==> src/rtl/sparse_polymult_pkg.sv <==
// Shared types and parameter helpers for the sparse-by-dense GF(2) multiplier controller.
package sparse_polymult_pkg;

  typedef enum logic [2:0] {
    ST_IDLE,
    ST_SP_REQ,
    ST_SETUP,
    ST_STREAM,
    ST_DRAIN,
    ST_DONE
  } state_t;

  // Sparse slots packed per sparse RAM word.
  function automatic int unsigned calc_ppw(input int unsigned word_width,
                                           input int unsigned pos_width);
    return word_width / pos_width;
  endfunction

  // Bit-shift width: log2 of the word width.
  function automatic int unsigned calc_shw(input int unsigned word_width);
    return $clog2(word_width);
  endfunction

  // Index of the dummy flag inside a sparse slot.
  function automatic int unsigned dummy_bit(input int unsigned pos_width);
    return pos_width - 1;
  endfunction

endpackage

==> src/rtl/sparse_polymult_ctrl_word_shift_merge.sv <==
// Combinational merge of one shifted dense word into an accumulator word.
// cur/prev: dense words j and j-1; s: bit shift; dummy: pass acc_rdata through.
module word_shift_merge #(
  parameter int unsigned WORD_WIDTH = 32,
  parameter int unsigned SHW        = 5
) (
  input  logic [WORD_WIDTH-1:0] cur,
  input  logic [WORD_WIDTH-1:0] prev,
  input  logic [SHW-1:0]        s,
  input  logic                  dummy,
  input  logic [WORD_WIDTH-1:0] acc_rdata,
  output logic [WORD_WIDTH-1:0] acc_wdata
);

  logic [SHW:0]          rsh;
  logic [WORD_WIDTH-1:0] carry;
  logic [WORD_WIDTH-1:0] shifted;

  always_comb begin
    rsh       = (SHW+1)'(WORD_WIDTH) - {1'b0, s};
    // A full-width right shift would be out of range, so s = 0 carries nothing.
    carry     = (s == '0) ? '0 : (prev >> rsh);
    shifted   = (cur << s) | carry;
    acc_wdata = dummy ? acc_rdata : (acc_rdata ^ shifted);
  end

endmodule

==> src/rtl/sparse_polymult_ctrl.sv <==
// Sparse-by-dense GF(2) polynomial multiply controller.
// Ports: clk/rst, start/busy/done handshake, sparse and dense RAM read ports,
// accumulator read port and write port (acc_waddr/acc_wdata/acc_we).
module sparse_polymult_ctrl
  import sparse_polymult_pkg::*;
#(
  parameter int unsigned WORD_WIDTH = 32,
  parameter int unsigned N_WORDS    = 553,
  parameter int unsigned WEIGHT     = 66,
  parameter int unsigned POS_WIDTH  = 16,
  parameter int unsigned ADDR_WIDTH = 11
) (
  input  logic                  clk,
  input  logic                  rst,
  input  logic                  start,
  output logic                  busy,
  output logic                  done,
  output logic [ADDR_WIDTH-1:0] sparse_addr,
  input  logic [WORD_WIDTH-1:0] sparse_data,
  output logic [ADDR_WIDTH-1:0] dense_addr,
  input  logic [WORD_WIDTH-1:0] dense_data,
  output logic [ADDR_WIDTH-1:0] acc_raddr,
  input  logic [WORD_WIDTH-1:0] acc_rdata,
  output logic [ADDR_WIDTH-1:0] acc_waddr,
  output logic [WORD_WIDTH-1:0] acc_wdata,
  output logic                  acc_we
);

  localparam int unsigned PPW   = calc_ppw(WORD_WIDTH, POS_WIDTH);
  localparam int unsigned SHW   = calc_shw(WORD_WIDTH);
  localparam int unsigned DFLAG = dummy_bit(POS_WIDTH);
  localparam int unsigned KW    = (WEIGHT > 1) ? $clog2(WEIGHT) : 1;

  localparam logic [ADDR_WIDTH-1:0] LAST_J = ADDR_WIDTH'(N_WORDS);
  localparam logic [ADDR_WIDTH-1:0] LAST_D = ADDR_WIDTH'(N_WORDS - 1);
  localparam logic [KW-1:0]         LAST_K = KW'(WEIGHT - 1);

  state_t                state_q, state_d;
  logic [KW-1:0]         k_q, k_d;
  logic [ADDR_WIDTH-1:0] j_q, j_d;
  logic [ADDR_WIDTH-1:0] q_q, q_d;
  logic [SHW-1:0]        s_q, s_d;
  logic                  dummy_q, dummy_d;
  logic [WORD_WIDTH-1:0] prev_q, prev_d;
  logic                  busy_q, busy_d;
  logic                  done_q, done_d;

  logic [31:0]           fld;
  logic [POS_WIDTH-1:0]  slot;
  logic [POS_WIDTH-2:0]  pos;
  logic [WORD_WIDTH-1:0] cur_word;
  logic [WORD_WIDTH-1:0] merged;
  logic                  we;

  word_shift_merge #(
    .WORD_WIDTH (WORD_WIDTH),
    .SHW        (SHW)
  ) u_merge (
    .cur       (cur_word),
    .prev      (prev_q),
    .s         (s_q),
    .dummy     (dummy_q),
    .acc_rdata (acc_rdata),
    .acc_wdata (merged)
  );

  // Datapath and address generation. The write index trails the read index
  // by one; j_q runs to N_WORDS+1 so DRAIN reuses the same q+j-1 address.
  always_comb begin
    fld      = 32'(k_q) % PPW;
    slot     = POS_WIDTH'(sparse_data >> (fld * POS_WIDTH));
    pos      = slot[POS_WIDTH-2:0];
    // Data returned in DRAIN belongs to the masked j = N_WORDS request.
    cur_word = (state_q == ST_DRAIN) ? '0 : dense_data;
    we       = ((state_q == ST_STREAM) && (j_q != '0)) || (state_q == ST_DRAIN);

    sparse_addr = (state_q == ST_SP_REQ) ? ADDR_WIDTH'(32'(k_q) / PPW) : '0;
    dense_addr  = '0;
    acc_raddr   = '0;
    if (state_q == ST_STREAM) begin
      dense_addr = (j_q > LAST_D) ? LAST_D : j_q;
      acc_raddr  = q_q + j_q;
    end
    acc_we    = we;
    acc_waddr = we ? (q_q + j_q - ADDR_WIDTH'(1)) : '0;
    acc_wdata = we ? merged : '0;
    busy      = busy_q;
    done      = done_q;
  end

  always_comb begin
    state_d = state_q;
    k_d     = k_q;
    j_d     = j_q;
    q_d     = q_q;
    s_d     = s_q;
    dummy_d = dummy_q;
    prev_d  = prev_q;
    busy_d  = busy_q;
    done_d  = 1'b0;
    unique case (state_q)
      ST_IDLE: begin
        if (start) begin
          state_d = ST_SP_REQ;
          k_d     = '0;
          busy_d  = 1'b1;
        end
      end
      ST_SP_REQ: state_d = ST_SETUP;
      ST_SETUP: begin
        q_d     = ADDR_WIDTH'(pos >> SHW);
        s_d     = pos[SHW-1:0];
        dummy_d = slot[DFLAG];
        prev_d  = '0;
        j_d     = '0;
        state_d = ST_STREAM;
      end
      ST_STREAM: begin
        j_d = j_q + ADDR_WIDTH'(1);
        if (we) begin
          prev_d = cur_word;
        end
        if (j_q == LAST_J) begin
          state_d = ST_DRAIN;
        end
      end
      ST_DRAIN: begin
        if (k_q == LAST_K) begin
          state_d = ST_DONE;
          busy_d  = 1'b0;
          done_d  = 1'b1;
        end else begin
          k_d     = k_q + KW'(1);
          state_d = ST_SP_REQ;
        end
      end
      ST_DONE: state_d = ST_IDLE;
      default: state_d = ST_IDLE;
    endcase
  end

  always_ff @(posedge clk) begin
    if (rst) begin
      state_q <= ST_IDLE;
      k_q     <= '0;
      j_q     <= '0;
      q_q     <= '0;
      s_q     <= '0;
      dummy_q <= 1'b0;
      prev_q  <= '0;
      busy_q  <= 1'b0;
      done_q  <= 1'b0;
    end else begin
      state_q <= state_d;
      k_q     <= k_d;
      j_q     <= j_d;
      q_q     <= q_d;
      s_q     <= s_d;
      dummy_q <= dummy_d;
      prev_q  <= prev_d;
      busy_q  <= busy_d;
      done_q  <= done_d;
    end
  end

endmodule

==> config.mk <==
export PLATFORM = sky130hd
export DESIGN_NAME = sparse_polymult_ctrl
export DESIGN_NICKNAME = d
export VERILOG_FILES = /design/src/rtl/sparse_polymult_pkg.sv /design/src/rtl/sparse_polymult_ctrl_word_shift_merge.sv /design/src/rtl/sparse_polymult_ctrl.sv
export SDC_FILE = /design/constraint.sdc
export NUM_CORES = 1
export LEC_CHECK = 0
export ABC_AREA = 0
export BUFFER_PORTS_ARGS = -buffer_cell sky130_fd_sc_hd__buf_4
export CORE_AREA = 5 5 178 180
export DETAILED_ROUTE_END_ITERATION = 16
export DIE_AREA = 0 0 183 185
export SLEW_MARGIN = 15
export SYNTH_ARGS = -nofsm -noshare
export SYNTH_HDL_FRONTEND = slang
export SYNTH_HIERARCHICAL = 1
export SYNTH_SLANG_ARGS = --single-unit
==> constraint.sdc <==
create_clock -name clk -period 4.4 [get_ports clk]
set_input_delay 0.22 -clock clk [delete_from_list [all_inputs] [get_ports clk]]
set_output_delay 0.22 -clock clk [all_outputs]
set_load 0.005 [all_outputs]
==> results.yml, run 1 <==
critical_path:
  r2r-start: "state_q[1]"
  worstSetupStartpoint: "s_q[0]"
  start_kind: "flop"
  crit_required_ns: 4.18
  worstSetupPathType: "reg2out"
  end_kind: "primary output"
  crit_arrival_ns: 3.79
  worstPathMaxFanout: 24
global_routing:
  antenna_found_initial: 0
  grt_overflow: 0
  grt_usage: 0.195
  grt_pass1_vias: 8991
  grt_max_degree: 68
  grt_pass1_wl_um: 52200
detailed_routing:
  drt_first_pass_iters: 5
  drt-met1-wl_um: 14500
  met3WireLength_um: 2620
  detail_route.wl_per_cell_um: 21.4
  drt_iter0_drc: 1050
  top_layer: "met4"
  drc: 0
  vias: 9257
  routed_wl_um: 34500
  drtAntennaViolNets: 0
  dr_wl_met2_um: 15800
  routed_via_density: 5.74
sta:
  slew_headroom: 0.247
  period_share: 0.912
  max_freq_ghz: 0.249
  final.setup_skew_ns: 0.00884
  drv_slew: 0
  fin_setup_tns_ns: 0
  finalCriticalPeriod_ns: 4.01
  setup_viol: 0
  tightest_slew_ns: 1.13
  grt_setup_unrepaired: "false"
  hold_violations: 0
clocking:
  h-tree-depth: 3
  cts_made_buffers: 9
  post_cts_resized: 0
  clock_latency_ns: 0.34
  cts_buffer_depth: 2
  cts_tree: "yes"
  clk_pin_slew_worst_paths_ns: 0.07
  cts-hold-fix-buffers: 0
  cts_sinks: 71
  clockRootBuffer: "clkbuf_16"
floorplanning:
  start_util: 0.294
  ios: 178
  coreArea_mm2: 0.0300
  placement_rows: 64
  die_h_um: 185
  die_area_mm2: 0.0339
  fp.dieW_um: 183
worst_hold_path:
  hp-start: "dense_data[21]"
  min_path_type: "in2reg"
placed_design:
  post-dp-hpwl_um: 26900
  io_buffers: 171
  post-place-cells: 1595
  gp_congestion: 0.966
synth:
  synth.avg_cell_area_um2: 8.08
  synth_ff_type: "dfxtp_1"
  synth_compound_area_frac: 0.191
  muxShareOfSynthArea: 0.251
  netlist_area_mm2: 0.00883
  synth_fa_ha_area_frac: 0.0292
  yosysSeqAreaShare: 0.161
  synthDistinctLibCells: 88
  synth_xor_area_frac: 0.0437
  synth_top_family_by_area: "simple AND/OR/NAND/NOR gates"
  ys_async_sr_fraction: 0
  synth-edff-count: 0
  ys_seq_elements: 71
  syn_inst: 1092
  synthSimpleGateAreaFrac: 0.262
  yosys_warnings: 6
finish:
  layout.cells.most_common: "buf_4"
  syn_to_final_growth_pct: 21.2
  final_nets: 1330
  num-fill-cells: 3157
  finalNonFillerCells: 1612
  mostFrequentLayoutCells: "buf_4, nand2_1, a21oi_1"
  multi_input_area_mm2: 0.00690
  diodes: 0
  seq_area_mm2: 0.00143
  drive_above_1_share: 0.267
  post-route-util: 0.356
pwr:
  ir_worst_vdd_uv: 204
  power_density_mw_per_mm2: 309
  p_total_w: 0.00331
  power_leakage_nw: 4.09
run:
  drv_cap: 0
run_status:
  status: "finished, final reports clean"
==> layout make-up <==
cell class	count	area share
clock buffers	9	0.0211
clock inverters	7	0.00690
inverters	20	0.00702
multi-input cells	912	0.645
flip-flops and latches	71	0.133
well taps	396	0.0463
repair buffers	197	0.140
==> final timing paths <==
check	endpoint	slack (ns)	depth (start not counted)
max	acc_wdata[3]	0.39	11
max reg2reg	prev_q[10]	1.91	5
min reg2reg	prev_q[0]	0.49	2
min	prev_q[21]	0.15	3
==> worst max-delay path, stage by stage (launching register included) <==
cell,delay (ns)
dfxtp_4,0.56
inv_1,0.17
ha_1,0.54
buf_4,0.38
mux4_2,0.40
or3_1,0.33
o211a_1,0.14
a221o_1,0.32
a221oi_1,0.26
a311oi_1,0.07
and2_1,0.15
buf_4,0.13
==> registers in the layout, summed over array words and instances, names as in the netlist <==
| name | flops |
|---|---|
| k_q | 7 |
| q_q | 10 |
| s_q | 5 |
| dummy_q | 1 |
| busy | 1 |
| prev_q | 32 |
| j_q | 11 |
| state_q | 3 |
| done | 1 |
==> Yosys cell counts, types with 4 or more instances <==
cell type / number / area share
buf_1: 6 / 0.0026
mux2_2: 15 / 0.019
xnor2_1: 13 / 0.013
mux2i_1: 47 / 0.053
a221oi_1: 5 / 0.0050
a21oi_1: 86 / 0.049
ha_1: 19 / 0.027
clkbuf_1: 50 / 0.021
nand3_1: 66 / 0.037
nand2_1: 118 / 0.050
a21o_1: 8 / 0.0068
nor3_1: 25 / 0.014
nor3b_1: 5 / 0.0043
nor2b_1: 6 / 0.0043
buf_2: 21 / 0.012
nor4_1: 5 / 0.0035
o31ai_1: 6 / 0.0051
and2_1: 85 / 0.060
mux4_2: 69 / 0.18
a31oi_1: 15 / 0.011
inv_1: 17 / 0.0072
buf_4: 11 / 0.0094
and4_1: 4 / 0.0040
o211ai_1: 5 / 0.0043
or4_1: 6 / 0.0051
nand2b_1: 6 / 0.0043
a211oi_1: 22 / 0.019
buf_6: 5 / 0.0064
dfxtp_1: 71 / 0.16
or2_2: 4 / 0.0028
nor2_1: 76 / 0.032
xor2_1: 31 / 0.031
or3_1: 7 / 0.0050
nand4_1: 10 / 0.0071
o21ai_0: 41 / 0.023
o21ai_1: 5 / 0.0028
nand3b_1: 6 / 0.0051
a22oi_1: 10 / 0.0085
and3_1: 14 / 0.0099
a32oi_1: 4 / 0.0040
==> stage by stage <==
step           hold WS, ns  worst slack [ns]  instance area [µm²]
6_report             0.149             0.386                10700
3_3_place_gp         0.471             0.716                10400
2_1_floorplan        0.372              1.09                 8850
4_1_cts              0.141             0.256                10700
5_1_grt              0.142             0.144                10700
3_5_place_dp         0.476             0.626                10400
==> cells by family (layout without fill, tap and decap cells) <==
kind of cell / after synthesis / count (layout)
AND/OR/NAND/NOR: 455 / 455
AO/OA/AOI/OAI: 254 / 254
multiplexers: 133 / 133
buffers and inverters: 114 / 233
flip-flops: 71 / 71
XOR/XNOR: 44 / 44
adder cells (fa/ha/maj): 20 / 20
other: 1 / 6
==> timing repair <==
item	4_1_cts	5_1_grt
setup endpoints to repair	0	1
buffers inserted	0	1
endpoints found under the hold margin	0	0
==> power breakdown <==
| part | total (W) | leakage, nW | switching, W | internal, W |
|---|---|---|---|---|
| Sequential | 0.000717 | 0.576 | 0.0000473 | 0.000670 |
| Clock | 0.000727 | 0.148 | 0.000326 | 0.000402 |
| Combinational | 0.00186 | 3.37 | 0.00113 | 0.000730 |
==> routing by layer <==
metal	global-route usage	vias up
met5	0	-
met4	0.0802	0
met3	0.0314	82
met2	0.321	463
met1	0.255	4411
li1	-	4301
Note: power is estimated with default switching activity, not from simulation.
==> run 2: changes to the inputs <==
--- a/config.mk
+++ b/config.mk
@@ -7,9 +7,9 @@
 export LEC_CHECK = 0
 export ABC_AREA = 0
 export BUFFER_PORTS_ARGS = -buffer_cell sky130_fd_sc_hd__buf_4
-export CORE_AREA = 5 5 178 180
+export CORE_AREA = 8 8 181 183
 export DETAILED_ROUTE_END_ITERATION = 16
-export DIE_AREA = 0 0 183 185
+export DIE_AREA = 0 0 189 191
 export SLEW_MARGIN = 15
 export SYNTH_ARGS = -nofsm -noshare
 export SYNTH_HDL_FRONTEND = slang
==> results.yml, run 2 (synthesized netlist as in run 1, its figures left out) <==
pwr:
  p_int_w: 0.00189
  power_density_mw_per_mm2: 310
  clock_power_share: 0.241
  power_frac_comb: 0.547
  ir_worst_vdd_uv: 216
  power_frac_seq: 0.212
  power_leakage_nw: 4.07
  net-switching-power_w: 0.00143
  swShare: 0.430
finish:
  layout.cells.most_common: "buf_4"
  syn_to_final_growth_pct: 20.9
  multi_input_area_mm2: 0.00690
  drive_above_1_share: 0.264
  diodes: 0
  num-fill-cells: 3164
  post-route-util: 0.355
  mostFrequentLayoutCells: "buf_4, nand2_1, a21oi_1"
  reg_top3: "prev_q: 32 flops, j_q: 11 flops, q_q: 10 flops"
  largest_register_ffs: 32
  top_register: "prev_q"
  seq_area_mm2: 0.00143
  finalNonFillerCells: 1608
  final_nets: 1326
floorplanning:
  start_util: 0.294
  die_area_mm2: 0.0361
  ios: 178
  coreArea_mm2: 0.0300
  die_h_um: 191
  fp.dieW_um: 189
  placement_rows: 64
detailed_routing:
  drt_iter0_drc: 986
  vias: 9195
  routed_via_density: 5.72
  drt_first_pass_iters: 8
  routed_wl_um: 34500
  drc: 0
  drtAntennaViolNets: 0
  detail_route.wl_per_cell_um: 21.4
sta:
  period_share: 0.951
  fin_setup_tns_ns: 0
  final.setup_skew_ns: 0.00606
  tightest_slew_ns: 1.18
  slew_headroom: 0.212
  max_freq_ghz: 0.239
  finalCriticalPeriod_ns: 4.19
  grt_setup_unrepaired: "false"
  drv_slew: 0
  setup_viol: 0
  hold_violations: 0
critical_path:
  worstPathMaxFanout: 33
  crit_arrival_ns: 3.97
  slowest_stage: "nand2_1"
  end_kind: "primary output"
  crit_path_max_incr_delay_ns: 0.52
  crit_required_ns: 4.18
  crit_chain: "nor2_1 -> nand2_1 -> and2_1 -> mux2_2 -> and2_1 -> mux2_2 -> a221oi_1 -> o32a_1 -> xnor2_1 -> and2_1 -> buf_4"
  worstSetupPathType: "reg2out"
  path_common_cell: "and2_1"
  start_kind: "flop"
clocking:
  post_cts_resized: 0
  clk_pin_slew_worst_paths_ns: 0.06
  h-tree-depth: 3
  cts_made_buffers: 9
  cts_buffer_depth: 2
  cts_tree: "yes"
  clockRootBuffer: "clkbuf_16"
  clock_latency_ns: 0.34
  cts-hold-fix-buffers: 0
  post_cts_buffers: 0
  cts_sinks: 71
global_routing:
  grt_max_degree: 68
  antenna_found_initial: 0
  grt_overflow: 0
  grt_pass1_wl_um: 51800
  grt_usage: 0.182
  grt_pass1_vias: 8647
placed_design:
  post-place-cells: 1592
  post-dp-hpwl_um: 27300
  io_buffers: 171
  gp_congestion: 1.01
run:
  drv_cap: 0
worst_hold_path:
  min_path_type: "in2reg"
run_status:
  status: "finished, final reports clean"
run 2: cell type report:
cell class,count,share of cell area
Multi-Input combinational cell,912,0.647
Inverter,20,0.00704
Clock inverter,6,0.00868
Sequential cell,71,0.134
Timing Repair Buffer,193,0.136
Clock buffer,10,0.0215
Tap cell,396,0.0464
run 2: through the flow:
stage	setup WS (ns)	total power [W]	area, µm²	hold slack, ns
3_5_place_dp	0.669	0.00249	10300	0.463
5_1_grt	0.0439	0.00349	10700	0.154
6_report	0.213	0.00331	10700	0.153
3_3_place_gp	0.759	0.00249	10300	0.456
4_1_cts	0.300	0.00329	10700	0.148
2_1_floorplan	1.09	0.00199	8850	0.372
run 2: power groups by stage:
stage | Clock [W] | Combinational [W] | Sequential, W
2_1_floorplan | 0 | 0.00130 | 0.000697
3_3_place_gp | 0 | 0.00178 | 0.000713
3_5_place_dp | 0 | 0.00178 | 0.000715
4_1_cts | 0.000809 | 0.00178 | 0.000701
5_1_grt | 0.000842 | 0.00194 | 0.000704
6_report | 0.000798 | 0.00181 | 0.000701
run 2: critical path: cells and delay by family, from the launching register on:
kind	cells	cell delay, ns
compound gates	2	0.78
xor+xnor	1	0.12
buf+inv	1	0.11
flops	1	0.39
mux	2	0.60
simple gates	5	1.62
run 2: final timing paths:
path | to | cells after the start | startpoint | slack (ns)
max | acc_wdata[17] | 11 | state_q[0] | 0.21
min | prev_q[29] | 3 | dense_data[29] | 0.15
max reg2reg | prev_q[9] | 5 | state_q[1] | 1.78
min reg2reg | prev_q[0] | 2 | prev_q[0] | 0.47
run 2: metal layers:
layer,vias up,GRT usage,wire length [µm]
li1,4296,-,-
met1,4347,0.235,14700
met2,480,0.295,15700
met3,72,0.0330,2680
met4,0,0.0770,1340
met5,-,0,0
